===== config.mk =====
export PLATFORM = sky130hd
export DESIGN_NAME = rv32_ptw
export DESIGN_NICKNAME = d
export VERILOG_FILES = /design/src/rtl/rv32_mmu_pkg.sv /design/src/rtl/rv32_pte_check.sv /design/src/rtl/rv32_ptw.sv
export SDC_FILE = /design/constraint.sdc
export NUM_CORES = 1
export LEC_CHECK = 0
export CAP_MARGIN = 20
export CELL_PAD_IN_SITES_DETAIL_PLACEMENT = 0
export CELL_PAD_IN_SITES_GLOBAL_PLACEMENT = 1
export CORE_ASPECT_RATIO = 2
export CORE_UTILIZATION = 27
export DETAILED_ROUTE_END_ITERATION = 10
export PLACE_DENSITY = 0.79
export SYNTH_ARGS = -nofsm -noshare
export SYNTH_HDL_FRONTEND = slang
export SYNTH_HIERARCHICAL = 1
export SYNTH_SLANG_ARGS = --single-unit

===== constraint.sdc =====
create_clock -name clk -period 2.2 [get_ports clk]
set_input_delay 0.44 -clock clk [delete_from_list [all_inputs] [get_ports clk]]
set_output_delay 0.44 -clock clk [all_outputs]
set_load 0.02 [all_outputs]

===== src/rtl/rv32_mmu_pkg.sv =====
// Shared constants and the walker state type for the Sv32 page-table walker.
package rv32_mmu_pkg;

  localparam int unsigned PTE_V        = 0;
  localparam int unsigned PTE_R        = 1;
  localparam int unsigned PTE_W        = 2;
  localparam int unsigned PTE_X        = 3;
  localparam int unsigned PTE_PPN_LSB  = 10;
  localparam int unsigned PTE_PPN0_MSB = 19;
  localparam int unsigned PTE_PPN1_LSB = 20;
  localparam int unsigned PTE_PPN_MSB  = 29;

  localparam int unsigned PPN_W = 20;
  localparam int unsigned VPN_W = 10;

  localparam int unsigned MEM_TIMEOUT_DEF = 64;

  typedef enum logic [2:0] {
    IDLE,
    L1_REQ,
    L1_WAIT,
    L0_REQ,
    L0_WAIT,
    RESP
  } ptw_state_t;

endpackage


===== src/rtl/rv32_pte_check.sv =====
// Combinational PTE decode shared by both walk levels.
module rv32_pte_check
  import rv32_mmu_pkg::*;
(
  input  logic [31:0] pte,
  input  logic        level,
  output logic        valid,
  output logic        leaf,
  output logic        fault,
  output logic        misaligned
);

  logic reserved;
  logic unused_bits;

  // Level-1 leaf policy depends on the superpage build option and is applied by the walker.
  always_comb begin
    valid      = pte[PTE_V];
    leaf       = pte[PTE_R] | pte[PTE_X];
    reserved   = !pte[PTE_R] && pte[PTE_W];
    misaligned = level && leaf && (pte[PTE_PPN0_MSB:PTE_PPN_LSB] != '0);
    fault      = !valid || reserved || (!level && !leaf);
  end

  assign unused_bits = ^{pte[31:PTE_PPN1_LSB], pte[9:4]};

endmodule


===== src/rtl/rv32_ptw.sv =====
// Sv32 two-level page-table walker; RV32_PTW_SUPERPAGE_EN enables level-1 superpage leaves.
module rv32_ptw
  import rv32_mmu_pkg::*;
#(
  parameter int unsigned MEM_TIMEOUT = MEM_TIMEOUT_DEF
) (
  input  logic             clk,
  input  logic             rst,
  input  logic             req_valid,
  output logic             req_ready,
  input  logic [31:0]      req_vaddr,
  input  logic [PPN_W-1:0] satp_ppn,
  output logic             resp_valid,
  input  logic             resp_ready,
  output logic [PPN_W-1:0] resp_ppn,
  output logic             resp_fault,
  output logic             resp_super,
  output logic             mem_req_valid,
  input  logic             mem_req_ready,
  output logic [31:0]      mem_addr,
  input  logic             mem_rsp_valid,
  input  logic [31:0]      mem_rsp_data,
  output logic             busy
);

`ifdef RV32_PTW_SUPERPAGE_EN
  localparam bit SUPER_EN = 1'b1;
`else
  localparam bit SUPER_EN = 1'b0;
`endif

  localparam logic [7:0] CNT_LIMIT = 8'(MEM_TIMEOUT - 1);

  ptw_state_t       state;
  logic [VPN_W-1:0] vpn0_q;
  logic [7:0]       cnt;

  logic             chk_valid, chk_leaf, chk_fault, chk_misaligned;
  logic             l1_leaf_bad;
  logic             fin, fin_fault, fin_super, descend;
  logic [PPN_W-1:0] fin_ppn;
  logic             unused_bits;

  rv32_pte_check u_pte_check (
    .pte        (mem_rsp_data),
    .level      (state == L1_WAIT),
    .valid      (chk_valid),
    .leaf       (chk_leaf),
    .fault      (chk_fault),
    .misaligned (chk_misaligned)
  );

  assign unused_bits = ^req_vaddr[11:0];

  always_comb begin
    l1_leaf_bad = !SUPER_EN || chk_misaligned;
    fin         = 1'b0;
    fin_fault   = 1'b0;
    fin_super   = 1'b0;
    fin_ppn     = '0;
    descend     = 1'b0;
    if (state == L1_WAIT || state == L0_WAIT) begin
      if (mem_rsp_valid) begin
        if (chk_fault) begin
          fin       = 1'b1;
          fin_fault = 1'b1;
        end else if (state == L1_WAIT && chk_valid && !chk_leaf) begin
          descend = 1'b1;
        end else if (state == L0_WAIT) begin
          fin     = 1'b1;
          fin_ppn = mem_rsp_data[PTE_PPN_MSB:PTE_PPN_LSB];
        end else if (l1_leaf_bad) begin
          fin       = 1'b1;
          fin_fault = 1'b1;
        end else begin
          fin       = 1'b1;
          fin_super = 1'b1;
          fin_ppn   = {mem_rsp_data[PTE_PPN_MSB:PTE_PPN1_LSB], vpn0_q};
        end
      end else if (cnt == CNT_LIMIT) begin
        fin       = 1'b1;
        fin_fault = 1'b1;
      end
    end
  end

  always_ff @(posedge clk) begin
    if (rst) begin
      state         <= IDLE;
      req_ready     <= 1'b0;
      resp_valid    <= 1'b0;
      resp_ppn      <= '0;
      resp_fault    <= 1'b0;
      resp_super    <= 1'b0;
      mem_req_valid <= 1'b0;
      mem_addr      <= '0;
      busy          <= 1'b0;
      cnt           <= '0;
      vpn0_q        <= '0;
    end else begin
      case (state)
        IDLE: begin
          req_ready <= 1'b1;
          if (req_valid && req_ready) begin
            req_ready     <= 1'b0;
            busy          <= 1'b1;
            mem_req_valid <= 1'b1;
            mem_addr      <= {satp_ppn, req_vaddr[31:22], 2'b00};
            vpn0_q        <= req_vaddr[21:12];
            state         <= L1_REQ;
          end
        end
        L1_REQ, L0_REQ: begin
          if (mem_req_ready) begin
            mem_req_valid <= 1'b0;
            cnt           <= '0;
            state         <= (state == L1_REQ) ? L1_WAIT : L0_WAIT;
          end
        end
        L1_WAIT, L0_WAIT: begin
          if (fin) begin
            resp_valid <= 1'b1;
            resp_fault <= fin_fault;
            resp_super <= SUPER_EN && fin_super;
            resp_ppn   <= fin_ppn;
            state      <= RESP;
          end else if (descend) begin
            mem_addr      <= {mem_rsp_data[PTE_PPN_MSB:PTE_PPN_LSB], vpn0_q, 2'b00};
            mem_req_valid <= 1'b1;
            state         <= L0_REQ;
          end else begin
            cnt <= cnt + 1'b1;
          end
        end
        RESP: begin
          if (resp_ready) begin
            resp_valid <= 1'b0;
            busy       <= 1'b0;
            req_ready  <= 1'b1;
            state      <= IDLE;
          end
        end
        default: state <= IDLE;
      endcase
    end
  end

endmodule


==> metrics.txt, run 1 <==
Worst setup SP type=input pin; Fmax=0.475 GHz; clock transition at the registers of the reported paths=about 60 ps; synthesis-to-layout area growth=60.8%; core area=11800 um2; Crit Path Category=input pin to flop; PortBufs=approximately 120; vias per inst=about 4.9; Int Pwr=between 0.003 and 0.004 W; die width=79.9 um; initial antenna violation count=0; Syn Inst Count=around 370; GR Overflow Total=0; P_sw=~0.0015 W; total track usage=~17%; largest net degree at the start of global routing=between 40 and 50; via count=~3.2k; initial core utilization=approximately 28%; clock share of power=between 30% and 40%; CTS sink count=76; synthesized cell area=~3300 um2; period utilisation layout=95.7%; leakage=1.89 nW; H-tree levels=3; CTS tree=yes; unrepaired setup endpoints after global routing=true; Die Height=between 150 and 200 um; Placer Congestion=between 0.7 and 0.8; Total Die Area=roughly 13000 um2; CP bufs+invs=2; Least-Margin Pin Slew=just over 500 ps; final hold viol count=0; Fillers=1167; DRT antenna net count=0; Pwr Density=~920 nW/um2; first-pass GRT wire length=16000 um; max incr delay on CP=around 460 ps; CP required=2420 ps; final wirelength=~10000 um; CTS Buffer Depth=2; area of the multi-input gates=~1700 um2; vias in the first global route=about 3.2k; share of post-route cells with drive strength above 1=between 10% and 20%; CP endpoint kind=flop; Max IR drop VDD=between 500 and 600 uV; worst skew pair latency=between 300 and 400 ps; Sequential Area=1520 um2; setup slack at placement=-405 ps; final worst setup slack=around 95 ps; crit path max fanout=5; DRC=0; HPWL after DPL=roughly 7400 um; n_diodes=0; Min Clock Period, post-route=approximately 2100 ps; I/O pin count=148; Row Count=56; Ys Warns=6; Worst Skew=slightly above 10 ps; sw frac=a little under a third; root buffer cell=clkbuf_16; Final Util=44.8%; Slowest-stage cell, CP=clkdlybuf4s50_1; max cap viols=0; sequential share of power=around 34%; Worst EP arrival=2320 ps; worst path cell trace=clkdlybuf4s50_1 -> o21ba_4 -> o21ai_4 -> and4bb_4 -> o31a_1 -> a211oi_2 -> buf_6 -> nand4_1 -> mux2i_1; first drt pass iteration count=4; # setup viols final=0; syn avg cell area=8.95 um2; Slew headroom=between 60% and 70%; Num CTS Buffers=9; HP Class=flop to flop; Layout Nets=586; drt wl/cell=16.2 um; cell family with most CP delay=compound AO/OA/AOI/OAI gates; Starting DRT DRC Count=~160; status=completed; final count of pins violating max slew=0; Comb power frac=between 30% and 40%
==> worst reg2reg max path, cell delays in order, from the launching register on <==
cell	delay, ps
dfxtp_2	350
nor2_4	40
inv_2	70
nor2_4	40
o21ba_4	190
o21ai_4	120
and4bb_4	240
o31a_1	260
a211oi_2	220
buf_6	160
nand4_1	130
mux2i_1	150
==> per-stage QoR <==
step / TNS, ps / power, W / cell area, um2 / hold slack [ps] / cells
final: 0 / 0.00484 / 5270 / 454 / 645
after global routing: -47.4 / 0.00509 / 5270 / 478 / 645
after CTS: 0 / 0.00475 / 5130 / 454 / 640
after detailed placement: -18870 / 0.00325 / 4820 / 446 / 623
after global placement: -16640 / 0.00322 / 4820 / 444 / 623
after floorplan: 0 / 0.00256 / 3310 / 436 / 368
==> repair_timing <==
item	4_1_cts	5_1_grt
pin swaps	1	5
gates resized for setup	4	17
hold buffers	0	0
cloned	0	3
setup endpoints to repair	25	59
setup buffers	1	2
==> worst paths after layout <==
path                            slack, ps  cells after the start              startpoint                      to
worst max-delay path                  100                      9         mem_rsp_data[2]     cnt[7]$_SDFFE_PP0P_
worst min register to register        450                      2  vpn0_q[5]$_SDFFE_PP0P_  vpn0_q[5]$_SDFFE_PP0P_
worst max register to register        120                     11   state[0]$_SDFFE_PP0P_     cnt[7]$_SDFFE_PP0P_
worst min-delay path                  450                      2  vpn0_q[5]$_SDFFE_PP0P_  vpn0_q[5]$_SDFFE_PP0P_
==> flip-flops by register name, indices dropped and copies added, names as in the netlist <==
name	cells
mem_addr	30
resp_ppn	20
vpn0_q	10
cnt	8
state	3
busy	1
mem_req_valid	1
req_ready	1
resp_fault	1
resp_valid	1
==> power by group through the flow <==
stage | logic, W | clock network, W | registers [W]
after floorplan | 0.000728 | 0 | 0.00183
after global placement | 0.00154 | 0 | 0.00168
after detailed placement | 0.00157 | 0 | 0.00168
after CTS | 0.00158 | 0.00151 | 0.00166
after global routing | 0.00184 | 0.00157 | 0.00168
final | 0.00171 | 0.00147 | 0.00166
==> cell usage in the layout, fill, tap and decap left out, types with 3 or more instances in the layout <==
master / instances
clkdlybuf4s50_1: 121
conb_1: 3
buf_4: 15
nor2_4: 4
nand4_1: 4
inv_1: 4
o21ai_0: 3
a211oi_2: 5
nand2b_1: 4
dfxtp_1: 74
a211oi_1: 27
clkbuf_16: 11
nand2_1: 35
a22oi_1: 22
nor2_1: 56
nor3_1: 3
buf_12: 7
a21oi_1: 19
mux2i_1: 34
==> layer usage <==
metal / share of wire, % / vias up / wire (um) / global-route usage [%]
met2: 56 / 89 / 5900 / 31.1
met1: 36 / 1524 / 3720 / 16.0
met5: 0 / - / 0 / 0
li1: - / 1554 / - / -
met3: 4.5 / 25 / 466 / 4.38
met4: 3.5 / 0 / 367 / 9.61
==> area by class of cell <==
cell class	count	share of cell area (%)
clock buffers	12	4.68
clock inverters	4	0.926
inverters	5	0.356
multi-input cells	253	31.9
flip-flops and latches	76	28.9
well taps	145	3.44
repair buffers	150	29.7
(Power assumes the default switching activity.)
==> run 2: changes to the inputs <==
ABC_AREA = 1   (was not set)
CORE_UTILIZATION = 26   (was 27)
==> run 2 against run 1 <==
Net effect: the flow now finishes with violations (design-rule violations); critical endpoint is now mem_addr[16]$_SDFFE_PP0P_; cell area decreased by 1.9%; sequential power increased by 8%; register-to-register slack improved by 180 ps; core utilization decreased by 5.2 points.
==> metrics.txt, run 2 <==
DRT antenna net count=0 (unchanged); max cap viols=0 (unchanged); synthesized cell area=3480 um2 (+6.3%); HPWL after DPL=7800 um (+5.9%); Starting DRT DRC Count=161 (+3.9%); n_diodes=0 (unchanged); CP required=2410 ps (about the same); initial core utilization=26.7% (-1.2 points); core area=13100 um2 (+11%); HP Class=flop to flop; Cells after DPL=760 (+22%); first drt pass iteration count=7 (+3); final hold viol count=0 (unchanged); final cell count without fillers=776 (+20%); vias per inst=4.53 (-8.4%); via count=3517 (+10%); CTS Hold Bufs=0 (unchanged); Min Clock Period, post-route=1900 ps (-202 ps); Row Count=59 (+5.4%); Placer Congestion=0.783 (+1.5%); DRC=16 (+16); cell family with most CP delay=simple AND/OR/NAND/NOR gates; number of flip-flops in the largest register=30 (unchanged); worst path cell trace=nand2_1 -> nor2_2 -> o211ai_2 -> nor2_1 -> nand3_2 -> nand2_2 -> nand3_2 -> buf_12 -> o21ai_0 -> a21oi_1; Pwr Density=1080 nW/um2 (+17%); Max IR drop VDD=544 uV (-1.2%); Layout Nets=710 (+21%); initial antenna violation count=0 (unchanged); final wirelength=10400 um (-0.70%); CTS tree=yes; die width=83.8 um (+4.9%); CP bufs+invs=1 (-1); period utilisation layout=86.5% (-9.2 points); Worst EP arrival=2110 ps (-210 ps); hold slack=439 ps (-14.1 ps); status=finished, violations left; GR Overflow Total=0 (unchanged); Ys Warns=6 (unchanged); violated checks=design-rule violations; I/O pin count=148 (unchanged); drt wl/cell=13.4 um (-17%); Final Cell Area=5170 um2 (-1.9%); Die Height=166 um (+5.0%); final count of pins violating max slew=0 (unchanged); first-pass GRT wire length=16700 um (+4.8%); post-CTS setup repair buffer count=0 (-1); leakage=2.01 nW (+6.2%); Syn Inst Count=504 (+38%); Total Die Area=13900 um2 (+10%); vias in the first global route=3251 (+0.56%); total track usage=15.4% (-1.3 points); max incr delay on CP=450 ps (about the same); commonest cells after routing, fill and taps aside=nand2_1 (149), clkdlybuf4s50_1 (124), dfxtp_1 (76); worst skew pair latency=330 ps (about the same); unrepaired setup endpoints after global routing=false; share of post-route cells with drive strength above 1=6.89% (-5.5 points); CTS Buffer Depth=2 (unchanged); H-tree levels=3 (unchanged); Resize count post-CTS=0 (-4); crit path max fanout=60 (+55); commonest non-fill, non-tap cell in the layout=nand2_1; Most flops, register=mem_addr; Crit Path Category=flop to flop; Largest regs=mem_addr x30, resp_ppn x20, vpn0_q x10; Worst setup SP type=flop; Final Util=39.6% (-5.2 points); clock transition at the registers of the reported paths=60 ps (about the same); # setup viols final=0 (unchanged); syn avg cell area=6.91 um2 (-23%); CP endpoint kind=flop; Slowest-stage cell, CP=dfxtp_1; synthesis-to-layout area growth=48.4%; PortBufs=124 (unchanged); Placed Instance Area=4870 um2 (+1.1%); CTS sink count=76 (unchanged); root buffer cell=clkbuf_16; Setup TNS=0 ps (unchanged); most used cell, CP=nand3_2; Num CTS Buffers=9 (unchanged); Fmax=0.526 GHz (+11%); Worst Skew=6.62 ps (-3.55 ps); largest net degree at the start of global routing=61 (+27%)
## run 2: worst reg2reg max path: cells and delay by family, from the launching register on
kind	cells	cell delay, ps
AOI/OAI and AO/OA	3	390
buffers and inverters	1	200
DFF	1	450
and+or+nand+nor	6	740
## run 2: power breakdown
part / switching, W / internal [W] / total [W]
Combinational: 0.00137 / 0.000920 / 0.00229
Sequential: 0.000144 / 0.00166 / 0.00180
Clock: 0.000594 / 0.000883 / 0.00148
Total: 0.00211 / 0.00346 / 0.00557
## run 2: stage by stage
step | power [W] | setup WS [ps]
6_report | 0.00557 | 298
4_1_cts | 0.00565 | 297
2_1_floorplan | 0.00330 | 574
3_5_place_dp | 0.00415 | -47.6
3_3_place_gp | 0.00410 | -3.07
5_1_grt | 0.00598 | 112
## run 2: final timing paths
kind | from | to | slack [ps] | cells after the start
setup / recovery | state[1]$_SDFFE_PP0P_ | mem_addr[16]$_SDFFE_PP0P_ | 300 | 10
setup reg to reg | state[1]$_SDFFE_PP0P_ | mem_addr[16]$_SDFFE_PP0P_ | 300 | 10
hold reg to reg | mem_addr[17]$_SDFFE_PP0P_ | mem_addr[17]$_SDFFE_PP0P_ | 440 | 2
hold / removal | mem_addr[17]$_SDFFE_PP0P_ | mem_addr[17]$_SDFFE_PP0P_ | 440 | 2
## run 2: per-layer routing
metal / up-vias / part of all wire (%) / GRT usage [%] / routed length [um]
met5: - / 0 / 0 / 0
met4: 0 / 2.3 / 7.05 / 237
met3: 12 / 4.0 / 2.69 / 413
met2: 85 / 54 / 27.9 / 5600
met1: 1591 / 40 / 17.2 / 4130
li1: 1829 / - / - / -
## run 2: final cells by class
cell class,instances,area (um2)
fill,1338,7900
tap,152,190
timing repair buffer,134,1350
sequential,76,1520
multi-input combinational,339,1580
clock inverter,7,76.3
inverter,59,221
clock buffer,9,225
